$ cat src/rtl/mips_phase_sequencer_if.sv
// Run-control bundle between the MIPS phase sequencer (slave) and its controller (master).
interface mips_phase_sequencer_if #(
  parameter int unsigned NUM_PHASES = 4,
  parameter int unsigned CNT_W      = 16
);
  logic                  start;
  logic                  abort;
  logic [31:0]           instruction;
  logic [NUM_PHASES-1:0] phase_en;
  logic                  step_done;
  logic [CNT_W-1:0]      cycle_count;
  logic                  running;
  logic                  halted;
  logic [1:0]            halt_cause;
  logic [4:0]            dump_addr;
  logic                  dump_valid;
  logic                  dump_ready;

  modport master (
    output start, abort, instruction, dump_ready,
    input  phase_en, step_done, cycle_count, running, halted, halt_cause, dump_addr, dump_valid
  );

  modport slave (
    input  start, abort, instruction, dump_ready,
    output phase_en, step_done, cycle_count, running, halted, halt_cause, dump_addr, dump_valid
  );
endinterface

$ cat src/rtl/mips_phase_sequencer.sv
// Run controller for the MIPS single-cycle core: one-hot phase enables, step counting, halt logic.
// Optional register-dump state enabled by defining MIPS_PHASE_SEQ_DUMP_EN.
module mips_phase_sequencer #(
  parameter int unsigned              NUM_PHASES = 4,
  parameter logic [8*NUM_PHASES-1:0]  PHASE_LENS = {8'd1, 8'd5, 8'd5, 8'd1},
  parameter int unsigned              HALT_NOPS  = 3,
  parameter int unsigned              MAX_CYCLES = 100,
  parameter int unsigned              CNT_W      = 16
) (
  input  logic                  clk_i,
  input  logic                  rst_i,
  mips_phase_sequencer_if.slave seq_if
);

  localparam int unsigned PhW  = (NUM_PHASES > 1) ? $clog2(NUM_PHASES) : 1;
  localparam int unsigned NopW = $clog2(HALT_NOPS + 1);

  typedef enum logic [1:0] {StIdle, StRun, StDump, StHalt} state_e;

  state_e           state_q, state_d;
  logic [PhW-1:0]   phase_q, phase_d;
  logic [7:0]       tick_q, tick_d;
  logic [NopW-1:0]  nops_q, nops_d;
  logic [CNT_W-1:0] cnt_q, cnt_d;
  logic [1:0]       cause_q, cause_d;
  logic [4:0]       addr_q, addr_d;

  logic [7:0]       cur_len;
  logic             last_tick, last_phase, step_end;
  logic [NopW-1:0]  nops_upd;
  logic [CNT_W-1:0] cnt_upd;
  logic             nop_hit, lim_hit, dump_accept;

`ifdef MIPS_PHASE_SEQ_DUMP_EN
  localparam state_e HaltDest = StDump;
  assign dump_accept = (state_q == StDump) && seq_if.dump_ready;
`else
  localparam state_e HaltDest = StHalt;
  logic unused_dump_ready;
  assign dump_accept       = 1'b0;
  assign unused_dump_ready = seq_if.dump_ready;
`endif

  always_comb begin
    cur_len = PHASE_LENS[7:0];
    for (int p = 0; p < int'(NUM_PHASES); p++) begin
      if (phase_q == PhW'(p)) cur_len = PHASE_LENS[8*p +: 8];
    end
  end

  assign last_tick  = (tick_q == cur_len - 8'd1);
  assign last_phase = (phase_q == PhW'(NUM_PHASES - 1));
  assign step_end   = (state_q == StRun) && last_tick && last_phase;

  // Halt decisions look at the counters as they will be after this step completes.
  assign nops_upd = (seq_if.instruction == 32'd0) ? nops_q + NopW'(1) : '0;
  assign cnt_upd  = (&cnt_q) ? cnt_q : cnt_q + CNT_W'(1);
  assign nop_hit  = (nops_upd == NopW'(HALT_NOPS));
  assign lim_hit  = (cnt_upd == CNT_W'(MAX_CYCLES));

  // State register
  always_ff @(posedge clk_i) begin
    if (rst_i) state_q <= StIdle;
    else       state_q <= state_d;
  end

  // Next-state logic
  always_comb begin
    state_d = state_q;
    unique case (state_q)
      StIdle, StHalt: if (seq_if.start) state_d = StRun;
      StRun: begin
        if (seq_if.abort || (step_end && (nop_hit || lim_hit))) state_d = HaltDest;
      end
      StDump: begin
        if (seq_if.abort || (dump_accept && (addr_q == 5'd31))) state_d = StHalt;
      end
      default: state_d = StIdle;
    endcase
  end

  always_comb begin
    phase_d = phase_q;
    tick_d  = tick_q;
    nops_d  = nops_q;
    cnt_d   = cnt_q;
    cause_d = cause_q;
    addr_d  = addr_q;
    unique case (state_q)
      StIdle, StHalt: begin
        if (seq_if.start) begin
          phase_d = '0;
          tick_d  = '0;
          nops_d  = '0;
          cnt_d   = '0;
          cause_d = 2'b00;
          addr_d  = '0;
        end
      end
      StRun: begin
        if (last_tick) begin
          tick_d  = '0;
          phase_d = last_phase ? '0 : phase_q + PhW'(1);
        end else begin
          tick_d = tick_q + 8'd1;
        end
        if (step_end) begin
          cnt_d  = cnt_upd;
          nops_d = nops_upd;
          if (nop_hit)      cause_d = 2'b01;
          else if (lim_hit) cause_d = 2'b10;
        end
        // Abort overrides any cause raised by a coincident step end.
        if (seq_if.abort) cause_d = 2'b11;
      end
      StDump: begin
        if (seq_if.abort)     addr_d = '0;
        else if (dump_accept) addr_d = addr_q + 5'd1;
      end
      default: ;
    endcase
  end

  always_ff @(posedge clk_i) begin
    if (rst_i) begin
      phase_q <= '0;
      tick_q  <= '0;
      nops_q  <= '0;
      cnt_q   <= '0;
      cause_q <= 2'b00;
      addr_q  <= '0;
    end else begin
      phase_q <= phase_d;
      tick_q  <= tick_d;
      nops_q  <= nops_d;
      cnt_q   <= cnt_d;
      cause_q <= cause_d;
      addr_q  <= addr_d;
    end
  end

  // Output logic
  always_comb begin
    seq_if.phase_en    = '0;
    if (state_q == StRun) seq_if.phase_en = NUM_PHASES'(1) << phase_q;
    seq_if.step_done   = step_end;
    seq_if.cycle_count = cnt_q;
    seq_if.running     = (state_q == StRun);
    seq_if.halted      = (state_q == StHalt);
    seq_if.halt_cause  = cause_q;
`ifdef MIPS_PHASE_SEQ_DUMP_EN
    seq_if.dump_addr   = addr_q;
    seq_if.dump_valid  = (state_q == StDump);
`else
    seq_if.dump_addr   = 5'd0;
    seq_if.dump_valid  = 1'b0;
`endif
  end

  a_phase_onehot: assert property (@(posedge clk_i) disable iff (rst_i)
    $onehot0(seq_if.phase_en));

endmodule

$ cat src/flat_wrapper.sv
// flat-port wrapper written by rule: the top's interface ports become plain ports
module mips_phase_sequencer_flat 
#(
  parameter int unsigned              NUM_PHASES = 4,
  parameter logic [8*NUM_PHASES-1:0]  PHASE_LENS = {8'd1, 8'd5, 8'd5, 8'd1},
  parameter int unsigned              HALT_NOPS  = 3,
  parameter int unsigned              MAX_CYCLES = 100,
  parameter int unsigned              CNT_W      = 16
)
  (clk_i, rst_i, seq_if_start, seq_if_abort, seq_if_instruction, seq_if_dump_ready, seq_if_phase_en, seq_if_step_done, seq_if_cycle_count, seq_if_running, seq_if_halted, seq_if_halt_cause, seq_if_dump_addr, seq_if_dump_valid);
  mips_phase_sequencer_if #(.NUM_PHASES(NUM_PHASES), .CNT_W(CNT_W)) seq_if_i ();
  input  logic clk_i;
  input  logic rst_i;
  input wire logic [$bits(seq_if_i.start)-1:0] seq_if_start;
  input wire logic [$bits(seq_if_i.abort)-1:0] seq_if_abort;
  input wire logic [$bits(seq_if_i.instruction)-1:0] seq_if_instruction;
  input wire logic [$bits(seq_if_i.dump_ready)-1:0] seq_if_dump_ready;
  output wire logic [$bits(seq_if_i.phase_en)-1:0] seq_if_phase_en;
  output wire logic [$bits(seq_if_i.step_done)-1:0] seq_if_step_done;
  output wire logic [$bits(seq_if_i.cycle_count)-1:0] seq_if_cycle_count;
  output wire logic [$bits(seq_if_i.running)-1:0] seq_if_running;
  output wire logic [$bits(seq_if_i.halted)-1:0] seq_if_halted;
  output wire logic [$bits(seq_if_i.halt_cause)-1:0] seq_if_halt_cause;
  output wire logic [$bits(seq_if_i.dump_addr)-1:0] seq_if_dump_addr;
  output wire logic [$bits(seq_if_i.dump_valid)-1:0] seq_if_dump_valid;
  assign seq_if_i.start = seq_if_start;
  assign seq_if_i.abort = seq_if_abort;
  assign seq_if_i.instruction = seq_if_instruction;
  assign seq_if_i.dump_ready = seq_if_dump_ready;
  assign seq_if_phase_en = seq_if_i.phase_en;
  assign seq_if_step_done = seq_if_i.step_done;
  assign seq_if_cycle_count = seq_if_i.cycle_count;
  assign seq_if_running = seq_if_i.running;
  assign seq_if_halted = seq_if_i.halted;
  assign seq_if_halt_cause = seq_if_i.halt_cause;
  assign seq_if_dump_addr = seq_if_i.dump_addr;
  assign seq_if_dump_valid = seq_if_i.dump_valid;
  mips_phase_sequencer #(.NUM_PHASES(NUM_PHASES), .PHASE_LENS(PHASE_LENS), .HALT_NOPS(HALT_NOPS), .MAX_CYCLES(MAX_CYCLES), .CNT_W(CNT_W)) u_core (.clk_i(clk_i), .rst_i(rst_i), .seq_if(seq_if_i));
endmodule
$ cat config.mk
export PLATFORM = sky130hd
export DESIGN_NAME = mips_phase_sequencer_flat
export DESIGN_NICKNAME = d
export VERILOG_FILES = /design/src/rtl/mips_phase_sequencer_if.sv /design/src/rtl/mips_phase_sequencer.sv /design/src/flat_wrapper.sv
export SDC_FILE = /design/constraint.sdc
export NUM_CORES = 1
export LEC_CHECK = 0
export BUFFER_PORTS_ARGS = -buffer_cell sky130_fd_sc_hd__buf_4
export CAP_MARGIN = 15
export CORE_AREA = 5 5 71 73
export CTS_CLUSTER_DIAMETER = 120
export DETAILED_ROUTE_END_ITERATION = 10
export DIE_AREA = 0 0 76 78
export GPL_TIMING_DRIVEN = 0
export PLACE_DENSITY = 0.93
export SYNTH_ARGS = -nofsm -noshare
export SYNTH_HDL_FRONTEND = slang
export SYNTH_SLANG_ARGS = --single-unit
$ cat constraint.sdc
create_clock -name clk_i -period 6.76 [get_ports clk_i]
set_input_delay 1.69 -clock clk_i [delete_from_list [all_inputs] [get_ports clk_i]]
set_output_delay 1.69 -clock clk_i [all_outputs]
set_load 0.03 [all_outputs]
==> qor.yml, run 1 <==
run_status:
  status: "finished, final reports clean"
place:
  gp_congestion: 0.910
  io_buffers: 60
  place_ws_ps: 3060
  place_hpwl_microns: 4630
  post-place-cells: 413
critical_path:
  cpLargestDelayFamily: "buffers and inverters"
  ff2ff_path_depth: 9
  critPathKind: "reg2out"
  startpoint_type: "flip-flop"
  cpMaxStageDelayCell: "dfxtp_1"
  cp-startpoint: "u_core.phase_q[0]"
  critPathRequiredTime_ps: 5070
  worstReg2RegEnd: "u_core.state_q[1]"
  crit_path_max_fanout: 6
  crit_chain: "inv_1 -> ha_1 -> xnor2_1 -> nand4b_1 -> nor2b_1 -> clkbuf_1 -> buf_4"
  rrSetupSlack_ps: 3880
  reg2reg_from: "u_core.seq_if.cycle_count[0]"
  cp-end-kind: "output port"
  worst_path_largest_cell_delay_ps: 400
  critical_path_buf_inv_count: 3
  worstPathArrival_ps: 2050
die:
  die_x_microns: 76
  ios: 68
  die-height_microns: 78
  start_util_pct: 53.5
  num_rows: 24
  core_sq_um: 4290
  fp.dieArea_sq_um: 5930
finish:
  final_nets: 415
  instances_no_fill: 421
  layout_common_cells: "68 x buf_4, 32 x dfxtp_1, 29 x a21oi_1, 29 x nand2_1, 29 x nor2_1"
  area_growth_pct: 27.3
  fillerInstances: 349
  drive_gt1_share_pct: 27.4
  final_common_cell: "buf_4"
  diodes: 0
clock_network:
  htree_levels: 2
  cts_inserted_buffers: 5
  cts_root_buf: "clkbuf_8"
  cts_sinks: 32
  cts.clk_slew.worst_paths_ps: 70
  cts_setup_buffers: 0
  postCtsHoldBufs: 0
  post_cts_resized: 0
  cts_tree: "built"
  clk_latency_ps: 300
  clk_path_buf_depth: 2
grt:
  grt_overflow: 0
  grt_pass1_vias: 2343
  grt_pass1_wl_microns: 10200
  grt_max_degree: 11
  track_usage_pct: 20.4
  antenna_found_initial: 0
power:
  powerDensity_nw_per_um2: 206
  ir_worst_vdd_mv: 0.132
  leakage_nw: 1.16
yosys:
  ys_types: 52
  synth_edf_count: 0
  synth_area_leaders: "dfxtp_1 28%, a21oi_1 6.3%, ha_1 5.4%"
  ys_warn_count: 0
  synthesis.area_sq_um: 2300
  netlist.area_leader.share_pct: 27.9
  yosys_most_used_dff: "dfxtp_1"
  synth-async-reset-ratio_pct: 0
  yosysTopAreaCell: "dfxtp_1"
  avgSynthCellArea_sq_um: 7.76
  seq_area_frac_synth_pct: 27.9
  synthesis.instances: 296
  synth_seq_cells: 32
drt:
  vias_per_cell: 5.93
  antenna_left: 0
  num_vias: 2495
  firstDrtPassIters: 5
  drc: 0
  wl_per_cell_microns: 14.6
  drt_iter0_markers: 343
  totalWireLength_microns: 6170
timing:
  post-route-min-period_ps: 3740
  final-max-slew-violation-count: 0
  rsz0062_at_grt: "false"
  tns_ps: 0
  skew_ps: 7.68
  setup_viol: 0
  fin_crit_sh_pct: 55.3
  setup_ws_ps: 3020
  slew_headroom_pct: 60.2
  fmax_mhz: 267
  worst_pin_slew_ps: 592
  hold_viol: 0
hold_path:
  hold_class: "reg2reg"
  holdCritStartpoint: "u_core.nops_q[1]"
  hold_path_depth: 2
  min_to: "u_core.nops_q[1]"
flow_run:
  max-cap-violations: 0
cell usage after synthesis, types with 2 or more instances:
cell type / instances
o21ai_1: 2
nor3_1: 8
buf_2: 7
o211ai_1: 2
nor4_1: 13
nand3_2: 2
o21a_1: 3
mux2i_1: 6
nand4_2: 2
o21ai_0: 10
a22oi_1: 2
nand2b_1: 6
nand3b_1: 2
and4_1: 4
nor4_2: 3
buf_4: 8
dfxtp_1: 32
xnor2_1: 4
ha_1: 10
nand2_1: 29
xor2_1: 4
nand3_1: 5
or3_1: 3
a21oi_1: 29
a211oi_1: 5
nor3_2: 4
nor2_1: 29
a31oi_1: 3
nand4_1: 12
and2_1: 6
inv_1: 15
clkbuf_1: 6
registers in the layout, summed over array words and instances, names as in the netlist:
signal,cells
u_core.seq_if.cycle_count,16
u_core.state_q,2
u_core.phase_q,2
u_core.nops_q,2
u_core.tick_q,8
u_core.seq_if.halt_cause,2
through the flow:
stage	hold WS (ps)	util [%]	instance area [sq um]	total power, W
global route	487	68.1	2920	0.000643
CTS	455	68.1	2920	0.000603
global placement	443	65.9	2830	0.000440
detailed placement	448	65.9	2830	0.000447
floorplan	432	-	2320	0.000381
finish	453	68.1	2920	0.000603
power breakdown:
part	total, W	switching, W	internal, W
combinational	0.000233	0.000145	0.0000886
clock	0.000156	0.0000751	0.0000812
sequential	0.000214	0.0000127	0.000201
cell type report:
cell class                 instances  area, sq um  area share, %
buffer                            22          123           4.19
timing repair buffer              60          450           15.4
inverter                          15         56.3           1.93
sequential                        32          641           21.9
clock inverter                     2         10.0          0.342
clock buffer                       6         82.6           2.82
multi-input combinational        232         1500           51.2
tap                               52         65.1           2.23
per-layer routing:
metal,track usage [%],vias to the layer above,wire length [microns]
li1,-,1201,-
met1,24.4,1122,2490
met2,33.8,154,2910
met3,4.75,18,624
met4,10.9,0,146
met5,0,-,0
worst max path at each step:
stage,endpoint,slack (ps),cells after the start
global route,seq_if_step_done,2860,7
floorplan,seq_if_step_done,3200,6
detailed placement,u_core.state_q[1],3060,8
global placement,u_core.state_q[1],3070,8
CTS,seq_if_step_done,3040,7
finish,seq_if_step_done,3020,7
worst register-to-register path: stages, from the launching register on:
cell     delay [ps]
dfxtp_1         460
ha_1            180
buf_2           200
nand4_2         250
nor4_1          270
mux2_2          410
nor4_2          290
nor2_1          130
nor3_2          230
mux2_1          340
kinds of logic (layout without fill, tap and decap cells):
logic type / count (synthesis) / after routing / synth area share, %
buffers and inverters: 37 / 105 / 7.79
XOR/XNOR: 9 / 9 / 3.76
other: 1 / 6 / 0.163
AO/OA/AOI/OAI: 66 / 66 / 17.9
AND/OR/NAND/NOR: 133 / 133 / 33.5
multiplexers: 8 / 8 / 3.59
flip-flops: 32 / 32 / 27.9
adder cells (fa/ha/maj): 10 / 10 / 5.45
(Power assumes the default switching activity.)
==> run 2: changes to the inputs <==
Settings changed: CORE_AREA 5 5 71 73 to 5 5 76 78, DIE_AREA 0 0 76 78 to 0 0 81 83, PLACE_DENSITY 0.93 to 0.87.
Clock period 6.76 ns to 3.2 ns, I/O delays scaled along.
==> run 2 against run 1 <==
Net effect:
- sequential cell count did not move
- worst hold slack improved by 1.7 ps
- utilization fell by 9.0 points
- non-clock buffer count did not move
- die area rose by 13%
- largest cell class unchanged
- largest power group unchanged
==> qor.yml, run 2 (synthesis results as in run 1) <==
run_status:
  status: "finished, final reports clean"
hold_path:
  hold_path_depth: 2  # unchanged
  hold_class: "reg2reg"
  holdCritStartpoint: "u_core.nops_q[1]"
  min_to: "u_core.nops_q[1]"
clock_network:
  cts_sinks: 32  # unchanged
  cts.clk_slew.worst_paths_ps: 70  # about the same
  clk_path_buf_depth: 2  # unchanged
  post_cts_resized: 0  # unchanged
  cts_root_buf: "clkbuf_8"
  postCtsHoldBufs: 0  # unchanged
  cts_setup_buffers: 0  # unchanged
  clk_latency_ps: 290  # about the same
  cts_tree: "built"
  cts_inserted_buffers: 5  # unchanged
  htree_levels: 2  # unchanged
flow_run:
  max-cap-violations: 0  # unchanged
place:
  post-place-cells: 431  # +4.4%
  io_buffers: 60  # unchanged
  gp_congestion: 0.934  # +2.7%
  place_hpwl_microns: 4740  # +2.4%
critical_path:
  worstReg2RegEnd: "u_core.state_q[1]"
  startpoint_type: "flip-flop"
  worstPathArrival_ps: 3050  # +1000 ps
  reg2reg_from: "u_core.seq_if.cycle_count[0]"
  critPathKind: "reg2reg"
  cp-end-kind: "flip-flop"
  ff2ff_path_depth: 9  # unchanged
  cp-startpoint: "u_core.seq_if.cycle_count[0]"
  rrSetupSlack_ps: 330  # -3550 ps
  crit_path_max_fanout: 10  # +4
  critPathRequiredTime_ps: 3380  # -1690 ps
finish:
  multi_input_area_sq_um: 1500  # unchanged
  area_growth_pct: 28.9
  final_nets: 415  # unchanged
  final_common_cell: "buf_4"
  seq_area_sq_um: 641  # unchanged
  drive_gt1_share_pct: 27.1  # -0.27 points
  instances_no_fill: 439  # +4.3%
  fillerInstances: 462  # +32%
  largest_reg_flops: 16  # unchanged
  diodes: 0  # unchanged
  layout_common_cells: "68 x buf_4, 32 x dfxtp_1, 29 x a21oi_1, 29 x nand2_1, 29 x nor2_1"
power:
  power_w: 0.00132  # +120%
  powerDensity_nw_per_um2: 447  # +120%
  leakage_nw: 1.17  # +0.36%
  p_clk_share_pct: 29.0  # +3.1 points
  p_int_w: 0.000844  # +130%
  ir_worst_vdd_mv: 0.418  # +220%
  switching_share_pct: 36.2  # -2.3 points
  comb_power_share_pct: 36.8  # -1.8 points
  p_seq_share_pct: 34.3  # -1.2 points
  power_switching_w: 0.000479  # +110%
drt:
  antenna_left: 0  # unchanged
  num_vias: 2395  # -4.0%
  drt_iter0_markers: 220  # -36%
  firstDrtPassIters: 5  # unchanged
  wl_per_cell_microns: 13.8  # -5.8%
  totalWireLength_microns: 6060  # -1.8%
  drc: 0  # unchanged
  vias_per_cell: 5.46  # -7.9%
grt:
  grt_pass1_wl_microns: 10300  # +0.82%
  track_usage_pct: 19.0  # -1.5 points
  grt_pass1_vias: 2312  # -1.3%
  antenna_found_initial: 0  # unchanged
  grt_overflow: 0  # unchanged
  grt_max_degree: 11  # unchanged
timing:
  slew_headroom_pct: 61.3  # +1.1 points
  rsz0062_at_grt: "false"
  fin_crit_sh_pct: 89.7
  fmax_mhz: 348
  setup_viol: 0  # unchanged
  skew_ps: 4.99  # -2.69 ps
  tns_ps: 0  # unchanged
  hold_viol: 0  # unchanged
  worst_pin_slew_ps: 576  # -16.8 ps
  final-max-slew-violation-count: 0  # unchanged
  post-route-min-period_ps: 2870
die:
  ios: 68  # unchanged
  start_util_pct: 45.9  # -7.6 points
  num_rows: 26  # +8.3%
  fp.dieArea_sq_um: 6720  # +13%
  core_sq_um: 5010  # +17%
  die-height_microns: 83  # +6.4%
  die_x_microns: 81  # +6.6%
[run 2: how the worst max path moves through the flow]
| stage | to | slack [ps] | cells past startpoint |
|---|---|---|---|
| 6_report | u_core.state_q[1] | 330 | 9 |
| 5_1_grt | u_core.state_q[1] | 120 | 9 |
| 3_3_place_gp | u_core.state_q[1] | 440 | 9 |
| 2_1_floorplan | u_core.state_q[1] | 430 | 10 |
| 4_1_cts | u_core.state_q[1] | 370 | 9 |
| 3_5_place_dp | u_core.state_q[1] | 390 | 9 |
[run 2: layout make-up]
type | instances | share of cell area [%]
timing repair buffer | 60 | 15.2
multi-input combinational | 232 | 50.5
clock buffer | 6 | 2.45
tap | 70 | 2.96
clock inverter | 2 | 1.18
sequential | 32 | 21.6
inverter | 15 | 1.90
buffer | 22 | 4.14
[run 2: metal layers]
layer  vias up  track usage, %  part of all wire (%)
met4         0            7.68                   1.6
met1      1095            22.9                    43
met2        91            32.0                    49
met3         7            4.00                   6.8
li1       1202               -                     -
met5         -               0                     0
[run 2: critical path, stage by stage (launching register included)]
cell,delay (ps)
dfxtp_1,470
ha_1,180
buf_2,200
nand4_2,240
nor4_1,280
mux2_2,400
nor4_2,280
nor2_1,120
nor3_2,240
mux2_1,340
[run 2: power by group through the flow]
stage	registers (W)	clock network, W	logic (W)
floorplan	0.000465	0	0.000340
global placement	0.000459	0	0.000469
detailed placement	0.000462	0	0.000485
CTS	0.000453	0.000394	0.000488
global route	0.000455	0.000417	0.000542
finish	0.000453	0.000383	0.000487
[run 2: through the flow]
step	util (%)	hold WS (ps)	setup slack, ps	cell area [sq um]
floorplan	-	432	428	2320
global placement	57.0	442	440	2850
detailed placement	57.0	451	389	2850
CTS	59.1	459	368	2960
global route	59.1	489	120	2960
finish	59.1	455	329	2960
